`src/rtl/shift_seq_ctrl_pkg.sv`:
```
// Shared definitions for the ALU shift-path sequencer: FSM states and
// direction codes as seen by the 8-bit bidirectional shift register.
package shift_seq_ctrl_pkg;

   typedef enum logic [1:0] {
      S_IDLE  = 2'd0,
      S_LOAD  = 2'd1,
      S_SHIFT = 2'd2,
      S_DONE  = 2'd3
   } state_t;

   // dr input of the shift register: 0 = toward LSB (MSB replicated),
   // 1 = toward MSB (LSB replicated).
   localparam logic DIR_RIGHT = 1'b0;
   localparam logic DIR_LEFT  = 1'b1;

endpackage

```
`src/rtl/shift_amt_counter.sv`:
```
// Loadable down-counter tracking the remaining single-bit shifts.
module shift_amt_counter #(
   parameter int AMT_W = 3
) (
   input  logic             clk,
   input  logic             rst,
   input  logic             load,
   input  logic             dec,
   input  logic [AMT_W-1:0] d,
   output logic [AMT_W-1:0] cnt,
   output logic             zero
);

   // load has priority over decrement; decrement saturates at zero
   always_ff @(posedge clk or posedge rst) begin
      if (rst)
         cnt <= '0;
      else if (load)
         cnt <= d;
      else if (dec && (cnt != '0))
         cnt <= cnt - AMT_W'(1);
   end

   assign zero = (cnt == '0);

endmodule

```
`src/rtl/shift_seq_ctrl.sv`:
```
// Sequencer for the ALU shift-path register: loads an operand, applies a
// latched number of single-bit shifts in a latched direction, then pulses
// done. The register always shifts when load=0, so holding is done by
// reloading its own output.
module shift_seq_ctrl
   import shift_seq_ctrl_pkg::*;
#(
   parameter int WIDTH = 8,
   parameter int AMT_W = 3
) (
   input  logic             clk,
   input  logic             rst,
   input  logic             start,
   input  logic             dir,
   input  logic [AMT_W-1:0] amount,
   input  logic [WIDTH-1:0] operand,
   input  logic [WIDTH-1:0] sr_q,
   output logic             sr_load,
   output logic             sr_dr,
   output logic [WIDTH-1:0] sr_in,
   output logic             busy,
   output logic             done,
   output logic [WIDTH-1:0] result
);

   state_t           state, next;
   logic             dir_q;
   logic [AMT_W-1:0] amt_q;
   logic [AMT_W-1:0] cnt;
   logic             cnt_zero;
   logic             cnt_load;
   logic             cnt_dec;
   logic             latch;

   shift_amt_counter #(.AMT_W(AMT_W)) u_cnt (
      .clk  (clk),
      .rst  (rst),
      .load (cnt_load),
      .dec  (cnt_dec),
      .d    (amt_q),
      .cnt  (cnt),
      .zero (cnt_zero)
   );

   // state register
   always_ff @(posedge clk or posedge rst) begin
      if (rst)
         state <= S_IDLE;
      else
         state <= next;
   end

   // capture dir/amount on the accepted start edge; later input changes are ignored
   always_ff @(posedge clk or posedge rst) begin
      if (rst) begin
         dir_q <= DIR_RIGHT;
         amt_q <= '0;
      end else if (latch) begin
         dir_q <= dir;
         amt_q <= amount;
      end
   end

   // next-state and output decode; default is "hold" (reload own output)
   always_comb begin
      next     = state;
      sr_load  = 1'b1;
      sr_dr    = DIR_RIGHT;
      sr_in    = sr_q;
      busy     = 1'b0;
      done     = 1'b0;
      cnt_load = 1'b0;
      cnt_dec  = 1'b0;
      latch    = 1'b0;
      case (state)
         S_IDLE: begin
            if (start) begin
               latch = 1'b1;
               next  = S_LOAD;
            end
         end
         S_LOAD: begin
            busy  = 1'b1;
            sr_in = operand;
            if (amt_q == '0) begin
               next = S_DONE;
            end else begin
               cnt_load = 1'b1;
               next     = S_SHIFT;
            end
         end
         S_SHIFT: begin
            busy    = 1'b1;
            sr_load = 1'b0;
            sr_dr   = dir_q;
            cnt_dec = 1'b1;
            // zero check only guards against a stuck count; normal exit is cnt==1
            if ((cnt == AMT_W'(1)) || cnt_zero)
               next = S_DONE;
         end
         S_DONE: begin
            done = 1'b1;
            next = S_IDLE;
         end
         default: next = S_IDLE;
      endcase
   end

   assign result = sr_q;

endmodule

```
`config.mk`:
```
export PLATFORM = sky130hd
export DESIGN_NAME = shift_seq_ctrl
export DESIGN_NICKNAME = d
export VERILOG_FILES = /design/src/rtl/shift_seq_ctrl_pkg.sv /design/src/rtl/shift_amt_counter.sv /design/src/rtl/shift_seq_ctrl.sv
export SDC_FILE = /design/constraint.sdc
export NUM_CORES = 1
export LEC_CHECK = 0
export BUFFER_PORTS_ARGS = -buffer_cell sky130_fd_sc_hd__buf_2
export CAP_MARGIN = 30
export CORE_AREA = 5 5 48 50
export CTS_CLUSTER_SIZE = 10
export DETAILED_ROUTE_END_ITERATION = 6
export DIE_AREA = 0 0 53 55
export GPL_TIMING_DRIVEN = 1
export PLACE_DENSITY = 0.78
export SYNTH_ARGS = -nofsm -noshare
export SYNTH_HDL_FRONTEND = slang
export SYNTH_SLANG_ARGS = --single-unit
```
`constraint.sdc`:
```
create_clock -name clk -period 1.9 [get_ports clk]
set_clock_uncertainty 0.15 [all_clocks]
set_input_delay 0.38 -clock clk [delete_from_list [all_inputs] [get_ports clk]]
set_output_delay 0.38 -clock clk [all_outputs]
set_load 0.02 [all_outputs]
```
# After elaboration in Yosys (flattened, before gate mapping)
# Cells that the tools add are included.
# totals
out_inout_bits	20
regBits	9
input_bits	23
# op_classes
n_addsub	1
n_reduce_logical	9
muxes	16
eq_ne	6
# op_table
operator	n
2-to-1 mux 1 bit	10
2-to-1 mux 8 bit	1
one-hot mux 2 bit (4 select lines)	1
zero test 3 bit	2
2-to-1 mux 3 bit	2
== test 2 bit (second input constant)	2
2-to-1 mux 2 bit	2
!= test 2 bit (second input constant)	2
== test 3 x 1 -> 1 bit (second input constant)	1
nonzero test 3 bit	1
subtractor 3 x 1 -> 3 bit (second input constant)	1
== test 2 x 1 -> 1 bit (second input constant)	1
zero test 2 bit	1
AND reduction 2 bit	1
nonzero test 2 bit	1
OR reduction 2 bit	1
logical AND 1 bit	1
logical OR 1 bit	1

# Logic depth before layout (Yosys ltp)
# Gate-level depths: netlist of run 1.
# logic_depth
word_depth	5
mapped_depth	6
mapped_depth_nobuf	5

# By module
# From an unflattened synthesis of run 1, not the netlist that was laid out.
# unflattened
cells_unflattened	68
area_unflattened_um2	735.7
# by_module_without_submodules
mod	area_each_um2	n_inst	cells_each
shift_seq_ctrl	524.3	1	48
shift_amt_counter	211.5	1	20

# Least setup slack after synthesis of run 1
# OpenSTA, ideal clock, no wires.
# synth_path
path_kind	reg-to-output
from	register state[1]
to	output sr_in[1]
required_ps	1370
stages_incl_launch_ff	5
n_path_buf	1
setup_slack_ps	28
arrival_time_ps	1342
path_cell_list	dfrtp_1 inv_1 ha_1 buf_2 mux2_1
# synth_via
elab_chain_cells	2
# synth_lines
element	line_no	rtl
start, declared	shift_seq_ctrl.sv:26	state_t state, next;
start signal, assigned	shift_seq_ctrl.sv:50	state <= next;
== test 2 x 1 -> 1 bit	shift_seq_ctrl.sv:75	case (state)
2-to-1 mux 8 bit	shift_seq_ctrl.sv:75	
end, declared	shift_seq_ctrl.sv:20	output logic [WIDTH-1:0] sr_in,
# Every way passes these cells.

# Final worst setup path of run 1
# layout_path
from	register state[1]
to	output sr_in[6]
# The elaborated chain is that of the path after synthesis.

==> results of run 1 <==
[how the worst max path moves through the flow]
stage / from / endpoint / slack [ps] / cells after the start
2_1_floorplan: state[1] / sr_in[1] / 30 / 4
3_3_place_gp: state[1] / sr_in[0] / 30 / 4
3_5_place_dp: state[1] / sr_in[0] / -30 / 4
4_1_cts: state[1] / sr_in[4] / -70 / 5
5_1_grt: state[1] / sr_in[6] / -170 / 5
6_report: state[1] / sr_in[6] / -120 / 5
[worst register-to-register path: stages (launching register included)]
cell     delay (ps)
dfrtp_1         410
inv_1           170
ha_4            220
buf_4           150
a21oi_1         210
mux2_1          350
[power by group through the flow]
stage	Sequential, uW	Clock (uW)	Combinational, uW
floorplan	374	0	712
global placement	384	0	911
detailed placement	395	0	942
CTS	398	154	1260
global route	416	166	1460
finish	402	148	1340
[metal layers]
metal	wire [um]	vias up
met5	0	-
met4	45	0
met3	126	8
met2	1180	26
met1	721	327
li1	-	336
[layout make-up]
class,count,area [um2]
clock buffer,4,26.3
sequential,9,225
fill,158,722
multi-input combinational,49,488
inverter,6,22.5
tap,27,33.8
timing repair buffer,49,344
[cells in the final DEF (no fill, tap or decap), types with 3 or more instances in the layout]
| master | n |
|---|---|
| buf_2 | 32 |
| buf_6 | 11 |
| dfrtp_1 | 9 |
| mux2_4 | 8 |
| nand2_1 | 5 |
| inv_1 | 5 |
| ha_1 | 5 |
| mux2_2 | 4 |
| nor2_1 | 4 |
| buf_4 | 4 |
| a211oi_1 | 3 |
| nor3_1 | 3 |
| ha_4 | 3 |
| clkbuf_4 | 3 |
[timing repair]
action	in CTS	in global routing
resized for setup	35	3
gates cloned	0	0
pin swaps	1	0
endpoints found under the hold margin	9	0
setup buffers	5	1
endpoints found under the setup margin	10	10
hold buffers	1	0
[sequential cells by signal, indices dropped and copies added, names as in the netlist]
signal     flops
amt_q          3
u_cnt.cnt      3
state          2
dir_q          1
[metrics by stage]
stage	hold WS [ps]	TNS (ps)	setup slack (ps)
floorplan	57.9	0	27.7
global placement	201	0	33.5
detailed placement	210	-122	-27.1
CTS	198	-548	-71.7
global route	195	-1400	-170
finish	207	-911	-120
[cells by family after synthesis]
family                     after synthesis  share of synthesized area
AOI/OAI and AO/OA                       10                     0.0986
adders and majority gates                8                      0.136
buffers and inverters                   16                      0.126
DFF                                      9                      0.306
and+or+nand+nor                         17                      0.121
muxes                                   14                      0.213
==> key figures, run 1 <==
Worst hold path
  • Number of cells traversed by the worst hold path: 2
  • Hold EP: amt_q[0]
  • Kind of path behind the tightest hold check: input port to flop
  • Worst Min Path Start: amount[0]

Yosys
  • Most area-hungry cell type in the Yosys netlist: dfrtp_1
  • Avg Inst Size Synth: 9.94 um2
  • Ys Warns: 0
  • Number of distinct library cell variants in the gate-level netlist after synthesis: 23
  • Seq/Total Area, Yosys: 0.306
  • FFs w/ async S/R, synth: 1.00
  • Most frequent cells after synthesis: dfrtp_1, buf_4, ha_1, mux2_1, inv_1
  • Fraction of synthesized cell area taken by the top area cell type: 0.306
  • Largest cells by area after synthesis: dfrtp_1, ha_1, mux2_1
  • Dominant synthesized flop cell: dfrtp_1
  • Cell area after synthesis: 736 um2
  • Synth Instances: 74
  • Number of flops mapped to enable cells by yosys: 0
  • Most common cell in the netlist: dfrtp_1
  • Yosys reg bits: 9
  • Post-Syn Nets: 105

Finish
  • Area added between synthesis and finish: 54.9%
  • Post-layout instance area: 1140 um2
  • Total number of nets in the final design: 149
  • Final Core Density: 0.612
  • Antenna diode count: 0
  • Post-route insts no fill: 144
  • Share of final-layout standard cells stronger than drive strength 1: 0.590

Timing
  • Setup repair after global routing missed its margin: true
  • Number of hold violations in the final report: 0
  • Fmax: 495 MHz
  • Worst slew slack as a fraction of its limit: 0.765
  • Minimum clock period after layout: 2020 ps
  • Worst Max-Slew Pin Slew: 353 ps
  • Post-route clock period utilization: 1.06
  • Worst path setup slack after routing: -120 ps
  • Fin. max-slew vios: 0
  • Setup-failing EPs final: 9

Placement
  • Dpl cell area: 925 um2
  • Buffers added on ports: 42
  • Count of placed standard cells including taps: 135
  • Final estimated routing congestion in global placement: 0.723
  • HPWL after DPL: 1460 um

Outcome
  • Status: finished with violations
  • Violations in the final reports: setup timing

Clock tree
  • Total clock sinks: 9
  • TritonCTS Buffers: 3
  • Max Buffers Root-to-Sink: 2
  • Skew-Pair Late Insertion Delay: 260 ps
  • Clock slew at the register clock pins of the worst setup and hold paths: 70 ps
  • CTS HTree Levels: 1
  • TritonCTS clock tree: built
  • Clock Tree Root: clkbuf_4

Worst setup path
  • Highest net fanout along the worst path: 4
  • Launch point of the worst reg-to-reg path: state[0]
  • Element type at the critical path start: flop
  • Endpoint of the worst register-to-register path: state[1]
  • Critical-path cell with the highest stage delay: dfrtp_1
  • Data required time at the worst endpoint: 1370 ps
  • Reg2reg path depth: 5
  • Most used cell, CP: buf_6
  • Critical Setup Path Class: flop to primary output
  • Arrival time at the worst endpoint: 1490 ps
  • Number of buffers and inverters on the critical path: 3
  • Reg-to-reg setup timing slack: 130 ps
  • Cells along the critical path: inv_2, ha_4, buf_6, mux2_4, buf_6
  • Delay contributed by the slowest stage of the critical path: 410 ps
  • Critical Path Sink Type: primary output
  • Family of cells with the greatest summed delay on the critical path: flip-flops

GRT
  • Met1 track utilization from global routing: 0.158
  • First-pass GRT wire length: 3360 um
  • Peak-usage layer in the global routing report: met2
  • Via count of the first global-routing pass: 738
  • Pin count of the biggest net entering global routing: 10
  • GRT met3 Usage: 0.0375
  • Antenna violations before repair: 0
  • Fraction of met2 tracks used by global routing: 0.318
  • Overall track demand over capacity in global routing: 0.160
  • Total congestion overflow: 0

Power
  • Switching power summed over all nets: 804 uW
  • Sequential Power Share: 0.213
  • Combinational group share of total power: 0.709
  • Internal portion of total power: 1090 uW
  • Part of the power in the clock network: 0.078
  • Switch share: 0.426
  • Pwr dens: 1660 nW/um2
  • Total leakage power: 0.000587 uW
  • Total design power: 1890 uW
  • Peak ir drop on the vdd network: 1.08 mV

Drt
  • First-iteration detailed-routing DRC count: 12
  • Average wire per standard cell: 14.4 um
  • Final wirelength: 2070 um
  • Initial DRT Pass Iterations: 5
  • DRC violation count after routing: 0
  • Vias per cell: 4.84
  • Number of vias in the routed layout: 697
  • Number of nets still failing antenna checks after routing: 0

Floorplanning
  • Ports placed on the boundary: 43
  • Initial core utilization: 0.395
  • Number of rows created at floorplan: 16
  • DIE AREA: 2920 um2
  • Chip height: 55 um
  • Core area: 1860 um2
  • Die Width: 53 um

Job
  • Max-cap violation count: 0
Note: power is estimated with default switching activity, not from simulation.
==> run 2, diff against run 1 <==
- CORE_AREA: 5 5 48 50 -> 5 5 56 58
- DIE_AREA: 0 0 53 55 -> 0 0 61 63
- PLACE_DENSITY: 0.78 -> 0.6
- TNS_END_PERCENT: unset -> 10
==> key figures, run 2 (same netlist as run 1, synthesis figures left out) <==
Outcome
  • Status: finished with violations (unchanged)
  • Violations in the final reports: setup timing (unchanged)

Drt
  • Vias per cell: 4.66 (was 4.84)
  • Number of nets still failing antenna checks after routing: 0 (unchanged)
  • Final wirelength: 1880 um (was 2070 um)
  • Average wire per standard cell: 12.5 um (was 14.4 um)
  • First-iteration detailed-routing DRC count: 12 (unchanged)
  • Number of vias in the routed layout: 704 (was 697)
  • Initial DRT Pass Iterations: 3 (was 5)
  • DRC violation count after routing: 0 (unchanged)

Floorplanning
  • Number of rows created at floorplan: 19 (was 16)
  • Ports placed on the boundary: 43 (unchanged)
  • Die Width: 61 um (was 53 um)
  • Initial core utilization: 0.281 (was 0.395)
  • Core area: 2620 um2 (was 1860 um2)
  • Chip height: 63 um (was 55 um)
  • DIE AREA: 3840 um2 (was 2920 um2)

Worst setup path
  • Critical Setup Path Class: flop to primary output (unchanged)
  • Highest net fanout along the worst path: 4 (unchanged)
  • Element type at the critical path start: flop (unchanged)
  • Arrival time at the worst endpoint: 1450 ps (was 1490 ps)
  • Data required time at the worst endpoint: 1370 ps (about the same)
  • Critical Path Sink Type: primary output (unchanged)

Clock tree
  • Skew-Pair Late Insertion Delay: 260 ps (about the same)
  • TritonCTS Buffers: 3 (unchanged)
  • CTS HTree Levels: 1 (unchanged)
  • Max Buffers Root-to-Sink: 2 (unchanged)
  • Total clock sinks: 9 (unchanged)
  • Clock Tree Root: clkbuf_4 (unchanged)
  • Clock slew at the register clock pins of the worst setup and hold paths: 60 ps (was 70 ps)
  • TritonCTS clock tree: built (unchanged)

GRT
  • Total congestion overflow: 0 (unchanged)
  • Overall track demand over capacity in global routing: 0.0950 (was 0.160)
  • Pin count of the biggest net entering global routing: 10 (unchanged)
  • First-pass GRT wire length: 2750 um (was 3360 um)
  • Via count of the first global-routing pass: 670 (was 738)
  • Antenna violations before repair: 0 (unchanged)

Finish
  • Top flop regs: amt_q: 3 flops, u_cnt.cnt: 3 flops, state: 2 flops (unchanged)
  • Antenna diode count: 0 (unchanged)
  • Most frequent cells in the layout: buf_2, buf_6, mux2_4, dfrtp_1, buf_4 (was buf_2, buf_6, dfrtp_1)
  • Filler cell count: 259 (was 158)
  • Share of final-layout standard cells stronger than drive strength 1: 0.592 (was 0.590)
  • Most frequent standard cell in the layout excluding fill and tap cells: buf_2 (unchanged)
  • Multi-input logic area: 463 um2 (was 488 um2)
  • Sequential cell area in the final layout: 226 um2 (was 225 um2)
  • Post-layout instance area: 1120 um2 (was 1140 um2)
  • Total number of nets in the final design: 152 (was 149)
  • Area added between synthesis and finish: 52.6% (was 54.9%)
  • Final Core Density: 0.429 (was 0.612)

Job
  • Max-cap violation count: 0 (unchanged)

Timing
  • Number of hold violations in the final report: 0 (unchanged)
  • Setup-failing EPs final: 10 (was 9)
  • Setup repair after global routing missed its margin: true (unchanged)
  • Worst Max-Slew Pin Slew: 335 ps (was 353 ps)
  • Fmax: 506 MHz (was 495 MHz)
  • Fin. max-slew vios: 0 (unchanged)
  • Minimum clock period after layout: 1980 ps (was 2020 ps)
  • Worst path setup slack after routing: -76.2 ps (was -120 ps)
  • Worst slew slack as a fraction of its limit: 0.776 (was 0.765)
  • Post-route clock period utilization: 1.04 (was 1.06)
  • Setup TNS Final: -596 ps (was -911 ps)

Power
  • Peak ir drop on the vdd network: 0.971 mV (was 1.08 mV)
  • Total leakage power: 0.000592 uW (was 0.000587 uW)
  • Pwr dens: 1600 nW/um2 (was 1660 nW/um2)
  • Total design power: 1790 uW (was 1890 uW)

Worst hold path
  • Kind of path behind the tightest hold check: input port to flop (unchanged)

Placement
  • Setup WS pre-CTS: -3.08 ps (was -27.1 ps)
  • Buffers added on ports: 42 (unchanged)
  • HPWL after DPL: 1460 um (about the same)
  • Dpl cell area: 945 um2 (was 925 um2)
  • Final estimated routing congestion in global placement: 0.734 (was 0.723)
==> run 2: metrics by stage <==
stage / hold slack, ps / cells
after floorplan: 57.9 / 74
after global placement: 207 / 141
after detailed placement: 215 / 141
after CTS: 194 / 151
after global routing: 195 / 151
final: 200 / 151
==> run 2: repair_timing <==
action / CTS / global route
buffers inserted: 5 / 0
hold endpoints to repair: 9 / 0
hold buffers: 1 / 0
pin swaps: 1 / 1
endpoints found under the setup margin: 9 / 11
gates resized for setup: 32 / 1
==> run 2: worst paths after layout <==
check | from | endpoint | slack [ps] | depth (start not counted)
max | state[0] | sr_in[7] | -80 | 4
min reg2reg | dir_q | dir_q | 350 | 1
min | amount[1] | amt_q[1] | 200 | 2
max reg2reg | state[1] | state[1] | 90 | 7
max in group asynchronous | rst | state[0] | 870 | 3
min in group asynchronous | rst | dir_q | 460 | 3
==> run 2: report_power, final <==
group | switching [uW] | internal [uW] | total (uW)
sequential | 104 | 299 | 403
clock | 66.8 | 80.9 | 148
combinational | 589 | 652 | 1240
total | 760 | 1030 | 1790
==> run 2: worst max-delay path, cell delays in order (launching register included) <==
cell and delay (ps):
dfrtp_2 440, ha_4 180, buf_6 130, mux2_4 300, buf_6 130
==> run 2: cell type report <==
class,count,share of cell area
multi-input combinational,49,0.412
timing repair buffer,52,0.308
sequential,9,0.202
tap,31,0.0346
clock buffer,4,0.0234
inverter,6,0.0201
==> run 2: routing by layer <==
metal	vias to the layer above	track usage	part of all wire
li1	340	-	-
met5	-	0	0
met2	43	0.164	0.45
met4	0	0.0488	0.016
met1	316	0.104	0.42
met3	5	0.0207	0.12
==> run 3, diff against run 2 <==
- SYNTH_HIERARCHICAL: unset -> 1
==> key figures, run 3 <==
Power
  • Total leakage power: 0.000598 uW (was 0.000592 uW)
  • Peak ir drop on the vdd network: 0.811 mV (was 0.971 mV)
  • Part of the power in the clock network: 0.075 (was 0.082)
  • Pwr dens: 1690 nW/um2 (was 1600 nW/um2)
  • Switch share: 0.404 (was 0.424)
  • Combinational group share of total power: 0.733 (was 0.693)
  • Internal portion of total power: 1180 uW (was 1030 uW)
  • Sequential Power Share: 0.192 (was 0.225)
  • Switching power summed over all nets: 798 uW (was 760 uW)

Yosys
  • Fraction of synthesized cell area taken by the top area cell type: 0.306 (unchanged)
  • Yosys reg bits: 9 (unchanged)
  • Xor and xnor area share after synthesis: 0 (unchanged)
  • Simple-gate share of the synthesized area: 0.138 (was 0.121)
  • Cell area after synthesis: 736 um2 (unchanged)
  • Most area-hungry cell type in the Yosys netlist: dfrtp_1 (unchanged)
  • Number of distinct library cell variants in the gate-level netlist after synthesis: 21 (was 23)
  • Largest cells by area after synthesis: dfrtp_1, mux2_2, ha_1 (was dfrtp_1, ha_1, mux2_1)
  • Synth Instances: 68 (was 74)
  • Ys Warns: 6 (was 0)
  • Post-Syn Nets: 98 (was 105)
  • FFs w/ async S/R, synth: 1.00 (unchanged)
  • Main combinational cell family by area after synthesis: multiplexers (unchanged)
  • Multiplexer area fraction after synthesis: 0.204 (was 0.213)
  • Seq/Total Area, Yosys: 0.306 (unchanged)
  • Compound-cell area share of the yosys netlist: 0.0884 (was 0.0986)
  • Number of flops mapped to enable cells by yosys: 0 (unchanged)
  • Most common cell in the netlist: mux2_2 (was dfrtp_1)
  • Avg Inst Size Synth: 10.8 um2 (was 9.94 um2)
  • Dominant synthesized flop cell: dfrtp_1 (unchanged)
  • Most frequent cells after synthesis: mux2_2, dfrtp_1, buf_4, inv_1, ha_1 (was dfrtp_1, buf_4, ha_1, mux2_1, inv_1)
  • Adder-Cell Fraction of Synth Area: 0.119 (was 0.136)

Drt
  • Number of vias in the routed layout: 669 (was 704)
  • Final wirelength: 1950 um (was 1880 um)
  • Initial DRT Pass Iterations: 4 (was 3)
  • Number of nets still failing antenna checks after routing: 0 (unchanged)
  • Vias per cell: 4.58 (was 4.66)
  • DRC violation count after routing: 0 (unchanged)
  • Average wire per standard cell: 13.3 um (was 12.5 um)
  • First-iteration detailed-routing DRC count: 6 (was 12)

Worst setup path
  • Highest net fanout along the worst path: 4 (unchanged)
  • Data required time at the worst endpoint: 1370 ps (about the same)
  • Critical Path Sink Type: primary output (unchanged)
  • Arrival time at the worst endpoint: 1420 ps (was 1450 ps)
  • Most used cell, CP: buf_6 (unchanged)
  • Element type at the critical path start: flop (unchanged)
  • Delay contributed by the slowest stage of the critical path: 390 ps (was 440 ps)
  • Critical Setup Path Class: flop to primary output (unchanged)
  • Critical-path cell with the highest stage delay: dfrtp_1 (was dfrtp_2)
  • Cells along the critical path: inv_2, ha_4, buf_6, mux2_4, buf_6 (was ha_4, buf_6, mux2_4, buf_6)

Finish
  • Antenna diode count: 0 (unchanged)
  • Final Core Density: 0.445 (was 0.429)
  • Total number of nets in the final design: 146 (was 152)
  • Most frequent cells in the layout: buf_2, buf_6, mux2_4, dfrtp_1 (was buf_2, buf_6, mux2_4, dfrtp_1, buf_4)
  • Post-route insts no fill: 146 (was 151)
  • Share of final-layout standard cells stronger than drive strength 1: 0.687 (was 0.592)
  • Most frequent standard cell in the layout excluding fill and tap cells: buf_2 (unchanged)
  • Area added between synthesis and finish: 58.3% (was 52.6%)
  • Top flop regs: amt_q: 3 flops, u_cnt/cnt: 3 flops, state: 2 flops (was amt_q: 3 flops, u_cnt.cnt: 3 flops, state: 2 flops)

Timing
  • Fmax: 513 MHz (was 506 MHz)
  • Worst path setup slack after routing: -49.5 ps (was -76.2 ps)
  • Worst Max-Slew Pin Slew: 307 ps (was 335 ps)
  • Worst slew slack as a fraction of its limit: 0.794 (was 0.776)
  • Post-route clock period utilization: 1.03 (was 1.04)
  • Number of hold violations in the final report: 0 (unchanged)
  • Minimum clock period after layout: 1950 ps (was 1980 ps)
  • Setup repair after global routing missed its margin: true (unchanged)
  • Fin. max-slew vios: 0 (unchanged)
  • Setup-failing EPs final: 8 (was 10)

Clock tree
  • Total clock sinks: 9 (unchanged)
  • Skew-Pair Late Insertion Delay: 260 ps (about the same)
  • TritonCTS clock tree: built (unchanged)
  • Clock slew at the register clock pins of the worst setup and hold paths: 70 ps (was 60 ps)
  • CTS HTree Levels: 1 (unchanged)
  • Clock Tree Root: clkbuf_4 (unchanged)
  • TritonCTS Buffers: 3 (unchanged)
  • Max Buffers Root-to-Sink: 2 (unchanged)

Placement
  • Setup WS pre-CTS: -19.1 ps (was -3.08 ps)
  • Buffers added on ports: 42 (unchanged)
  • Final estimated routing congestion in global placement: 0.724 (was 0.734)
  • Count of placed standard cells including taps: 134 (was 141)
  • HPWL after DPL: 1390 um (was 1460 um)

Outcome
  • Status: finished with violations (unchanged)
  • Violations in the final reports: setup timing (unchanged)

Worst hold path
  • Kind of path behind the tightest hold check: input port to flop (unchanged)

Job
  • Max-cap violation count: 0 (unchanged)

GRT
  • Antenna violations before repair: 0 (unchanged)
  • Overall track demand over capacity in global routing: 0.101 (was 0.0950)
  • Total congestion overflow: 0 (unchanged)
  • Via count of the first global-routing pass: 689 (was 670)
  • Pin count of the biggest net entering global routing: 9 (was 10)
  • First-pass GRT wire length: 2980 um (was 2750 um)

Floorplanning
  • DIE AREA: 3840 um2 (unchanged)
  • Die Width: 61 um (unchanged)
  • Core area: 2620 um2 (unchanged)
  • Ports placed on the boundary: 43 (unchanged)
  • Chip height: 63 um (unchanged)
  • Initial core utilization: 0.281 (unchanged)
  • Number of rows created at floorplan: 19 (unchanged)
==> run 3: area by class of cell <==
type / count / area (um2)
multi-input combinational: 41 / 474
clock inverter: 1 / 5.00
timing repair buffer: 53 / 367
sequential: 9 / 225
fill: 247 / 1450
inverter: 8 / 32.5
tap: 31 / 38.8
clock buffer: 3 / 22.5
==> run 3: per-stage QoR <==
step / instance area (um2) / power, uW / hold WS [ps] / setup TNS [ps]
global route: 1160 / 2120 / 188 / -947
finish: 1160 / 1970 / 195 / -301
global placement: 931 / 1410 / 108 / 0
CTS: 1140 / 1930 / 188 / -389
detailed placement: 931 / 1440 / 111 / -117
floorplan: 736 / 1180 / -16.4 / 0
==> run 3: repair_timing <==
item,4_1_cts,5_1_grt
setup buffers,7,0
gates resized for setup,36,6
setup endpoints to repair,10,14
hold endpoints to repair,9,0
hold buffers,1,0
==> run 3: logic make-up after synthesis <==
logic type,count (synthesis)
buffers and inverters,18
DFF,9
and+or+nand+nor,14
adders and majority gates,7
muxes,13
AOI/OAI and AO/OA,7
==> run 3: worst paths after layout <==
path / start / end / slack [ps] / depth (start not counted)
max in group asynchronous: rst / state[0] / 980 / 3
max: state[1] / sr_in[0] / -50 / 5
max reg2reg: u_cnt/cnt[0] / state[1] / 60 / 6
min reg2reg: dir_q / dir_q / 360 / 1
min: amount[0] / amt_q[0] / 190 / 2
min in group asynchronous: rst / u_cnt/cnt[2] / 370 / 3
==> run 3: per-layer routing <==
metal / track usage / share of wire
met2: 0.186 / 0.50
met5: 0 / 0
met1: 0.107 / 0.38
met3: 0.0186 / 0.11
met4: 0.0407 / 0
==> run 3: power groups by stage <==
stage / combinational, uW / sequential (uW) / clock (uW)
6_report: 1450 / 378 / 148
3_3_place_gp: 1040 / 368 / 0
5_1_grt: 1570 / 393 / 159
2_1_floorplan: 819 / 358 / 0
4_1_cts: 1400 / 375 / 154
3_5_place_dp: 1060 / 375 / 0
==> run 3: critical path: cells and delay by family, from the launching register on <==
kind	cells	cell delay (ps)
fa+ha+maj	1	140
flops	1	390
buf+inv	3	330
mux	1	300
